===== config.mk =====
export PLATFORM = sky130hd
export DESIGN_NAME = census_window_ctrl_flat
export DESIGN_NICKNAME = d
export VERILOG_FILES = /design/src/rtl/census_window_ctrl_if.sv /design/src/rtl/census_window_ctrl.sv /design/src/flat_wrapper.sv
export SDC_FILE = /design/constraint.sdc
export NUM_CORES = 1
export LEC_CHECK = 0
export ABC_CLOCK_PERIOD_IN_PS = 2750
export CORE_MARGIN = 4
export CORE_UTILIZATION = 53
export CTS_BUF_LIST = sky130_fd_sc_hd__clkbuf_16
export DETAILED_ROUTE_END_ITERATION = 10
export GPL_TIMING_DRIVEN = 0
export PLACE_DENSITY = 0.8
export SYNTH_ARGS = -nofsm -noshare
export SYNTH_HDL_FRONTEND = slang
export SYNTH_SLANG_ARGS = --single-unit

===== constraint.sdc =====
create_clock -name clk -period 2.75 [get_ports clk]
set_clock_uncertainty 0.2 [all_clocks]
set_input_delay 0.55 -clock clk [delete_from_list [all_inputs] [get_ports clk]]
set_output_delay 0.55 -clock clk [all_outputs]
set_load 0.005 [all_outputs]

===== src/rtl/census_window_ctrl_if.sv =====
// census_window_ctrl_if: pixel handshake and window-status bundle between the pixel source and the census window controller
interface census_window_ctrl_if #(
  parameter int X_BITS = 6,
  parameter int Y_BITS = 6
);
  logic              in_valid;
  logic              in_sof;
  logic              in_ready;
  logic              shift_en;
  logic              win_valid;
  logic [X_BITS-1:0] win_x;
  logic [Y_BITS-1:0] win_y;
  logic              eof;
  logic              sof_err;
  logic              busy;
  modport master (
    output in_valid, in_sof,
    input  in_ready, shift_en, win_valid, win_x, win_y, eof, sof_err, busy
  );
  modport slave (
    input  in_valid, in_sof,
    output in_ready, shift_en, win_valid, win_x, win_y, eof, sof_err, busy
  );
endinterface


===== src/rtl/census_window_ctrl.sv =====
// census_window_ctrl: sequences the census line-buffer taps and flags complete windows with their centre coordinate
module census_window_ctrl #(
  parameter int IMG_W  = 64,
  parameter int IMG_H  = 48,
  parameter int WIN    = 5,
  parameter int X_BITS = 6,
  parameter int Y_BITS = 6
) (
  input  logic                clk,
  input  logic                rst,
  census_window_ctrl_if.slave bus_io
);
  localparam int HALF = (WIN - 1) / 2;
  typedef enum logic [1:0] {IDLE, ACTIVE, DONE} state_t;
  state_t            state_q, state_d;
  logic [X_BITS-1:0] x_q, x_d, wx_q, wx_d;
  logic [Y_BITS-1:0] y_q, y_d, wy_q, wy_d;
  logic              win_q, win_d, sof_err_q, sof_err_d;
  logic              accept, last_x, last_y;
  assign bus_io.in_ready  = state_q != DONE;
  assign accept           = bus_io.in_valid & bus_io.in_ready;
  assign bus_io.shift_en  = accept & (bus_io.in_sof | state_q == ACTIVE);
  assign bus_io.eof       = state_q == DONE;
  assign bus_io.busy      = state_q != IDLE;
  assign bus_io.win_valid = win_q;
  assign bus_io.win_x     = wx_q;
  assign bus_io.win_y     = wy_q;
  assign bus_io.sof_err   = sof_err_q;
  assign last_x           = x_q == X_BITS'(IMG_W - 1);
  assign last_y           = y_q == Y_BITS'(IMG_H - 1);
  // a restart pixel sits at (0,0) so it can never complete a window
  assign win_d = accept & ~bus_io.in_sof & state_q == ACTIVE & x_q >= X_BITS'(WIN - 1) & y_q >= Y_BITS'(WIN - 1);
  assign wx_d  = win_d ? x_q - X_BITS'(HALF) : wx_q;
  assign wy_d  = win_d ? y_q - Y_BITS'(HALF) : wy_q;
  // frame sequencing and raster position of the next pixel
  always_comb begin
    state_d   = state_q;
    x_d       = x_q;
    y_d       = y_q;
    sof_err_d = 1'b0;
    unique case (state_q)
      IDLE: if (accept & bus_io.in_sof) begin
        state_d = ACTIVE;
        x_d     = X_BITS'(1);
        y_d     = '0;
      end
      ACTIVE: if (accept) begin
        if (bus_io.in_sof) begin
          x_d       = X_BITS'(1);
          y_d       = '0;
          sof_err_d = 1'b1;
        end else if (last_x) begin
          x_d     = '0;
          y_d     = last_y ? '0 : y_q + Y_BITS'(1);
          state_d = last_y ? DONE : ACTIVE;
        end else begin
          x_d = x_q + X_BITS'(1);
        end
      end
      default: state_d = IDLE;
    endcase
  end
  // state, counters and registered window/status flags
  always_ff @(posedge clk or posedge rst) begin
    if (rst) begin
      state_q   <= IDLE;
      x_q       <= '0;
      y_q       <= '0;
      win_q     <= 1'b0;
      wx_q      <= '0;
      wy_q      <= '0;
      sof_err_q <= 1'b0;
    end else begin
      state_q   <= state_d;
      x_q       <= x_d;
      y_q       <= y_d;
      win_q     <= win_d;
      wx_q      <= wx_d;
      wy_q      <= wy_d;
      sof_err_q <= sof_err_d;
    end
  end
endmodule


===== src/flat_wrapper.sv =====
// flat-port wrapper written by rule: the top's interface ports become plain ports
module census_window_ctrl_flat 
#(
  parameter int IMG_W  = 64,
  parameter int IMG_H  = 48,
  parameter int WIN    = 5,
  parameter int X_BITS = 6,
  parameter int Y_BITS = 6
)
  (clk, rst, bus_io_in_valid, bus_io_in_sof, bus_io_in_ready, bus_io_shift_en, bus_io_win_valid, bus_io_win_x, bus_io_win_y, bus_io_eof, bus_io_sof_err, bus_io_busy);
  census_window_ctrl_if #(.X_BITS(X_BITS), .Y_BITS(Y_BITS)) bus_io_i ();
  input  logic clk;
  input  logic rst;
  input wire logic [$bits(bus_io_i.in_valid)-1:0] bus_io_in_valid;
  input wire logic [$bits(bus_io_i.in_sof)-1:0] bus_io_in_sof;
  output wire logic [$bits(bus_io_i.in_ready)-1:0] bus_io_in_ready;
  output wire logic [$bits(bus_io_i.shift_en)-1:0] bus_io_shift_en;
  output wire logic [$bits(bus_io_i.win_valid)-1:0] bus_io_win_valid;
  output wire logic [$bits(bus_io_i.win_x)-1:0] bus_io_win_x;
  output wire logic [$bits(bus_io_i.win_y)-1:0] bus_io_win_y;
  output wire logic [$bits(bus_io_i.eof)-1:0] bus_io_eof;
  output wire logic [$bits(bus_io_i.sof_err)-1:0] bus_io_sof_err;
  output wire logic [$bits(bus_io_i.busy)-1:0] bus_io_busy;
  assign bus_io_i.in_valid = bus_io_in_valid;
  assign bus_io_i.in_sof = bus_io_in_sof;
  assign bus_io_in_ready = bus_io_i.in_ready;
  assign bus_io_shift_en = bus_io_i.shift_en;
  assign bus_io_win_valid = bus_io_i.win_valid;
  assign bus_io_win_x = bus_io_i.win_x;
  assign bus_io_win_y = bus_io_i.win_y;
  assign bus_io_eof = bus_io_i.eof;
  assign bus_io_sof_err = bus_io_i.sof_err;
  assign bus_io_busy = bus_io_i.busy;
  census_window_ctrl #(.IMG_W(IMG_W), .IMG_H(IMG_H), .WIN(WIN), .X_BITS(X_BITS), .Y_BITS(Y_BITS)) u_core (.clk(clk), .rst(rst), .bus_io(bus_io_i));
endmodule

* Yosys cells after proc, flatten, opt, wreduce, memory -nomap -nowiden
Index checks and enable logic that the tools add are counted.
** Storage, ports and cells
- Bits in registers :: 28
- Latch bits :: 0
- Memory bits (writable) :: 0
- ROM bits :: 0
- Bits of input ports :: 4
- Output and inout bits :: 18
- Logic and storage cells :: 58
- Memories :: 0
** Operators by class
- $add $sub $neg :: 4
- $mul :: 0
- Divide/modulo/power cells :: 0
- Magnitude comparators :: 2
- Equality and inequality tests :: 10
- Shift-type cells :: 0
- Muxes and demuxes :: 20
- Bitwise gates (word level) :: 9
- Reductions and logical operators :: 6
** Operator list (number)
- 2-to-1 mux 6 bit :: 9
- one-hot mux 6 bit (2 select lines) :: 2
- adder 6 x 1 -> 6 bit (second input constant) :: 2
- == test 6 bit (second input constant) :: 2
- greater-or-equal comparator 6 x 3 -> 1 bit (second input constant) :: 2
- subtractor 6 x 2 -> 6 bit (second input constant) :: 2
- 2-to-1 mux 2 bit :: 5
- AND reduction 4 bit :: 2
- AND 1 bit :: 7
- inequality test 2 x 1 -> 1 bit (second input constant) :: 3
- inequality test 2 bit (second input constant) :: 2
- one-hot mux 2 bit (2 select lines) :: 1
- nonzero test 2 bit :: 2
- 2-to-1 mux 1 bit :: 3
- inequality test 3 x 2 -> 1 bit (second input constant) :: 1
- AND reduction 3 bit :: 1
- == test 2 x 1 -> 1 bit (second input constant) :: 1
- == test 2 bit (second input constant) :: 1
- logical NOT 2 bit :: 1
- NOT 1 bit :: 1
- OR 1 bit :: 1

* Logic depth before layout (Yosys ltp)
- Word-level depth :: 6
- Gate-level depth with buffers :: 6
- Gate-level depth less buffers :: 5

* Least setup slack after synthesis
No wires, ideal clock.
- Path type :: input port to flip-flop
- Start :: input bus_io_in_sof
- End :: register u_core.x_q[5]
- Library setup time :: 0.082 ns
- Arrival time :: 1.734 ns
- Required time :: 2.468 ns
- Path slack :: 0.733 ns
- Stages :: 4
- Buffers on the path :: 1
- Cell sequence :: clkbuf_1 > or3b_4 > or4b_4 > o22ai_1
** Between the ends
- Word-level cells in the longest chain between the ends :: 3
- Elaborated cells between the ends (all ways) :: 6
- Classes of those cells :: eq/ne (1); mux (3); bitwise (1); reduce/logical (1)
** RTL lines
- start: declaration :: RTL line flat_wrapper.sv:15 : input wire logic [$bits(bus_io_i.in_sof)-1:0] bus_io_in_sof;
- 2-to-1 mux 6 bit or AND 1 bit (tied branches) :: RTL line census_window_ctrl.sv:48, census_window_ctrl.sv:42
- 2-to-1 mux 6 bit or inequality test 2 x 1 -> 1 bit (tied branches)
- one-hot mux 6 bit (2 select lines) or AND reduction 3 bit (tied branches)
- end signal: assignment :: RTL line census_window_ctrl.sv:67 : x_q <= '0;
- end signal: assignment :: RTL line census_window_ctrl.sv:75 : x_q <= x_d;
- end: declaration :: RTL line census_window_ctrl.sv:16 : logic [X_BITS-1:0] x_q, x_d, wx_q, wx_d;
Several ways; a longest one is shown, not always the timed one. The select of a mux whose other input is x is not followed.
A chain may end at the register's enable or synchronous reset.

* Worst setup path in the final report
- Start :: input bus_io_in_valid
- End :: output bus_io_shift_en
** Between the ends
- Word-level cells in the longest chain between the ends :: 2
** RTL lines
- start: declaration :: RTL line flat_wrapper.sv:14 : input wire logic [$bits(bus_io_i.in_valid)-1:0] bus_io_in_valid;
- AND 1 bit :: RTL line census_window_ctrl.sv:21 : assign accept = bus_io.in_valid & bus_io.in_ready;
- AND 1 bit :: RTL line census_window_ctrl.sv:22 : assign bus_io.shift_en = accept & (bus_io.in_sof | state_q == ACTIVE);
- end: declaration :: RTL line flat_wrapper.sv:17 : output wire logic [$bits(bus_io_i.shift_en)-1:0] bus_io_shift_en;
No other way between the ends.

==> impl_metrics.env <==
export IMPL_viasPerCell=5.86
export IMPL_setup_slack_ns=0.124
export IMPL_syn_nets=172
export IMPL_fin_area_um2=1820
export IMPL_grt_pass1_wl_mm=5.22
export IMPL_hold_slack_ns=0.299
export IMPL_setup_tns_ns=0
export IMPL_cp_data_required_time_ns=2.00
export IMPL_cts_hold_buf=0
export IMPL_crit_arrival_ns=1.88
export IMPL_drive_above_1_share_pct=6.52
export IMPL_insertion_delay_ns=0.26
export IMPL_p_per_area_nw_per_um2=467
export IMPL_yosysSeqAreaShare_pct=46.6
export IMPL_dp_hpwl_mm=2.26
export IMPL_io_buffer_count=20
export IMPL_finalNetCount=197
export IMPL_n_antenna_cell=0
export IMPL_stdcell_count=215
export IMPL_num_vias=1260
export IMPL_cts_buffers=3
export IMPL_track_usage_pct=18.8
export IMPL_status="finished clean"
export IMPL_vdd_drop_max_v=0.000380
export IMPL_initial_utilization_pct=55.0
export IMPL_worstSetupPathType="in2out"
export IMPL_gp_congestion=0.797
export IMPL_synth_simple_area_share_pct=19.1
export IMPL_synth_top_family_by_area="simple AND/OR/NAND/NOR gates"
export IMPL_place_inst=211
export IMPL_setup_viol=0
export IMPL_drt_iter0_markers=53
export IMPL_slew_headroom_pct=27.9
export IMPL_row_count=19
export IMPL_synthXorXnorAreaFrac_pct=3.50
export IMPL_clock_sinks=28
export IMPL_ys_ff_latch=28
export IMPL_final_util_pct=66.6
export IMPL_cts_clk_slew_worst_paths_ns=0.07
export IMPL_coreArea_um2=2730
export IMPL_synth_compound_area_share_pct=15.7
export IMPL_synth_fa_ha_area_share_pct=6.66
export IMPL_grt_pass1_vias=1204
export IMPL_wl_per_cell_um=15.3
export IMPL_postCtsSetupRepairBufs=0
export IMPL_die_w_um=61.2
export IMPL_synth_area_per_cell_um2=9.39
export IMPL_crit_path_max_incr_delay_ns=0.60
export IMPL_crit_top_cell="clkdlybuf4s50_1"
export IMPL_synthesis_instances=160
export IMPL_cts_buffer_depth=2
export IMPL_cp_start_kind="primary input"
export IMPL_rsz0062_at_grt="no"
export IMPL_hold_end="u_core.bus_io.win_y[0]"
export IMPL_timing_rr_end="u_core.x_q[5]"
export IMPL_routed_wl_mm=3.28
export IMPL_worstMarginPinSlew_ns=1.08
export IMPL_io_pins=22
export IMPL_r2r_slack_ns=0.57
export IMPL_power_mw=0.850
export IMPL_postPlaceCellArea_um2=1740
export IMPL_r2r_start="u_core.x_q[0]"
export IMPL_finalHoldViolations=0
export IMPL_hp_class="reg2reg"
export IMPL_final_common_cell="dfrtp_1"
export IMPL_cts_resized=0
export IMPL_drv_slew=0
export IMPL_cellLeakagePower_nw=0.822
export IMPL_ff2ff_path_depth=6
export IMPL_grt_max_degree=29
export IMPL_die_h_um=61.2
export IMPL_cp_max_fo=7
export IMPL_dp_slack_ns=0.0982
export IMPL_ys_types=38
export IMPL_min_period_ns=2.63
export IMPL_synthTopCellsByArea="dfrtp_1 47%, ha_1 6.7%, a21oi_1 4.7%"
export IMPL_die_area_um2=3750
export IMPL_ys_warn_count=0
export IMPL_final_cell_mix="28 x dfrtp_1, 20 x clkdlybuf4s50_1, 15 x nand2_1, 14 x a21oi_1"
export IMPL_antenna_found_initial=0
export IMPL_cts_root_buf="clkbuf_16"
export IMPL_hp_start="u_core.bus_io.win_y[0]"
export IMPL_muxShareOfSynthArea_pct=2.83
export IMPL_critPathSlowestCell="clkdlybuf4s50_1"
export IMPL_cp_cell_sequence="clkdlybuf4s50_1 -> inv_1 -> a21oi_1 -> clkdlybuf4s50_1"
export IMPL_max_freq_mhz=381
export IMPL_htree_levels=1
export IMPL_end_kind="primary output"
export IMPL_ant_nets=0
export IMPL_netlist_top_cell_by_area="dfrtp_1"
export IMPL_min_period_over_period_pct=95.5
export IMPL_cts_tree="yes"
export IMPL_mappedNetlistArea_um2=1500
export IMPL_maxCapViolations=0
export IMPL_drt_pass1_iterations=4
export IMPL_drc=0
export IMPL_overflow=0
export IMPL_yosysTopAreaCellShare_pct=46.6
export IMPL_area_growth_pct=21.1
export IMPL_holdPathStages=1
## layer usage
layer	track usage [%]	routed length, um	vias up
met5	0	0	-
met4	7.43	58	0
met3	2.73	174	7
met2	33.8	1680	38
met1	22.5	1370	612
li1	-	-	603
## registers in the layout, indices dropped and copies added, names as in the netlist
register / flops
u_core.bus_io.win_x: 6
u_core.bus_io.win_y: 6
u_core.x_q: 6
u_core.y_q: 6
u_core.state_q: 2
u_core.bus_io.sof_err: 1
u_core.bus_io.win_valid: 1
## area by class of cell
type                            count  area [um^2]
Clock inverter                      1         3.75
Sequential cell                    28          701
Clock buffer                        3         75.1
Timing Repair Buffer               20          200
Multi-Input combinational cell    112          718
Buffer                              8         38.8
Fill cell                         222          913
Tap cell                           31         38.8
Inverter                           12         45.0
## logic make-up (layout without fill, tap and decap cells)
family          Yosys count  count (layout)
xor+xnor                  6               6
mux                       4               4
buf+inv                  20              44
compound gates           40              40
simple gates             54              54
flops                    28              28
fa+ha+maj                 8               8
## worst max path at each step
stage	cells past startpoint	from	to
floorplan	4	bus_io_in_sof	u_core.x_q[5]
global route	4	bus_io_in_valid	bus_io_shift_en
finish	4	bus_io_in_valid	bus_io_shift_en
CTS	4	bus_io_in_valid	bus_io_shift_en
detailed placement	5	bus_io_in_valid	u_core.bus_io.win_y[2]
global placement	5	bus_io_in_valid	u_core.bus_io.win_y[2]
## power breakdown
group          leakage, nW  switching [mW]  total, mW  internal (mW)
Sequential           0.376          0.0128      0.432          0.419
Combinational        0.407          0.0485     0.0831         0.0346
Clock               0.0385           0.140      0.335          0.195
## cells in the mapped netlist
master / n
nor4_1: 1
or3b_4: 1
or3_1: 2
nand2b_1: 2
o31ai_1: 3
a41oi_1: 1
ha_1: 8
o21ai_1: 3
or2_2: 1
xor2_1: 1
nand3_1: 5
buf_4: 1
nand2_1: 15
nor2_1: 12
o21ai_0: 12
clkbuf_1: 3
dfrtp_1: 28
a31oi_1: 1
o22ai_1: 1
a21oi_1: 14
mux2i_1: 2
a211oi_1: 2
nor3_1: 3
xnor2_1: 5
nand4bb_1: 1
buf_2: 4
and4_1: 1
a311oi_2: 1
a22o_1: 1
nor2b_1: 1
and4b_1: 1
or4b_4: 1
nand4_1: 3
mux2_1: 2
a31o_1: 1
inv_1: 12
and2_1: 2
nor3b_1: 2
## critical path: cells and delay by family
kind / cells / cell delay [ns]
AO/OA/AOI/OAI: 1 / 0.12
buffers and inverters: 3 / 1.20
Power figures use the tool's default switching activity.
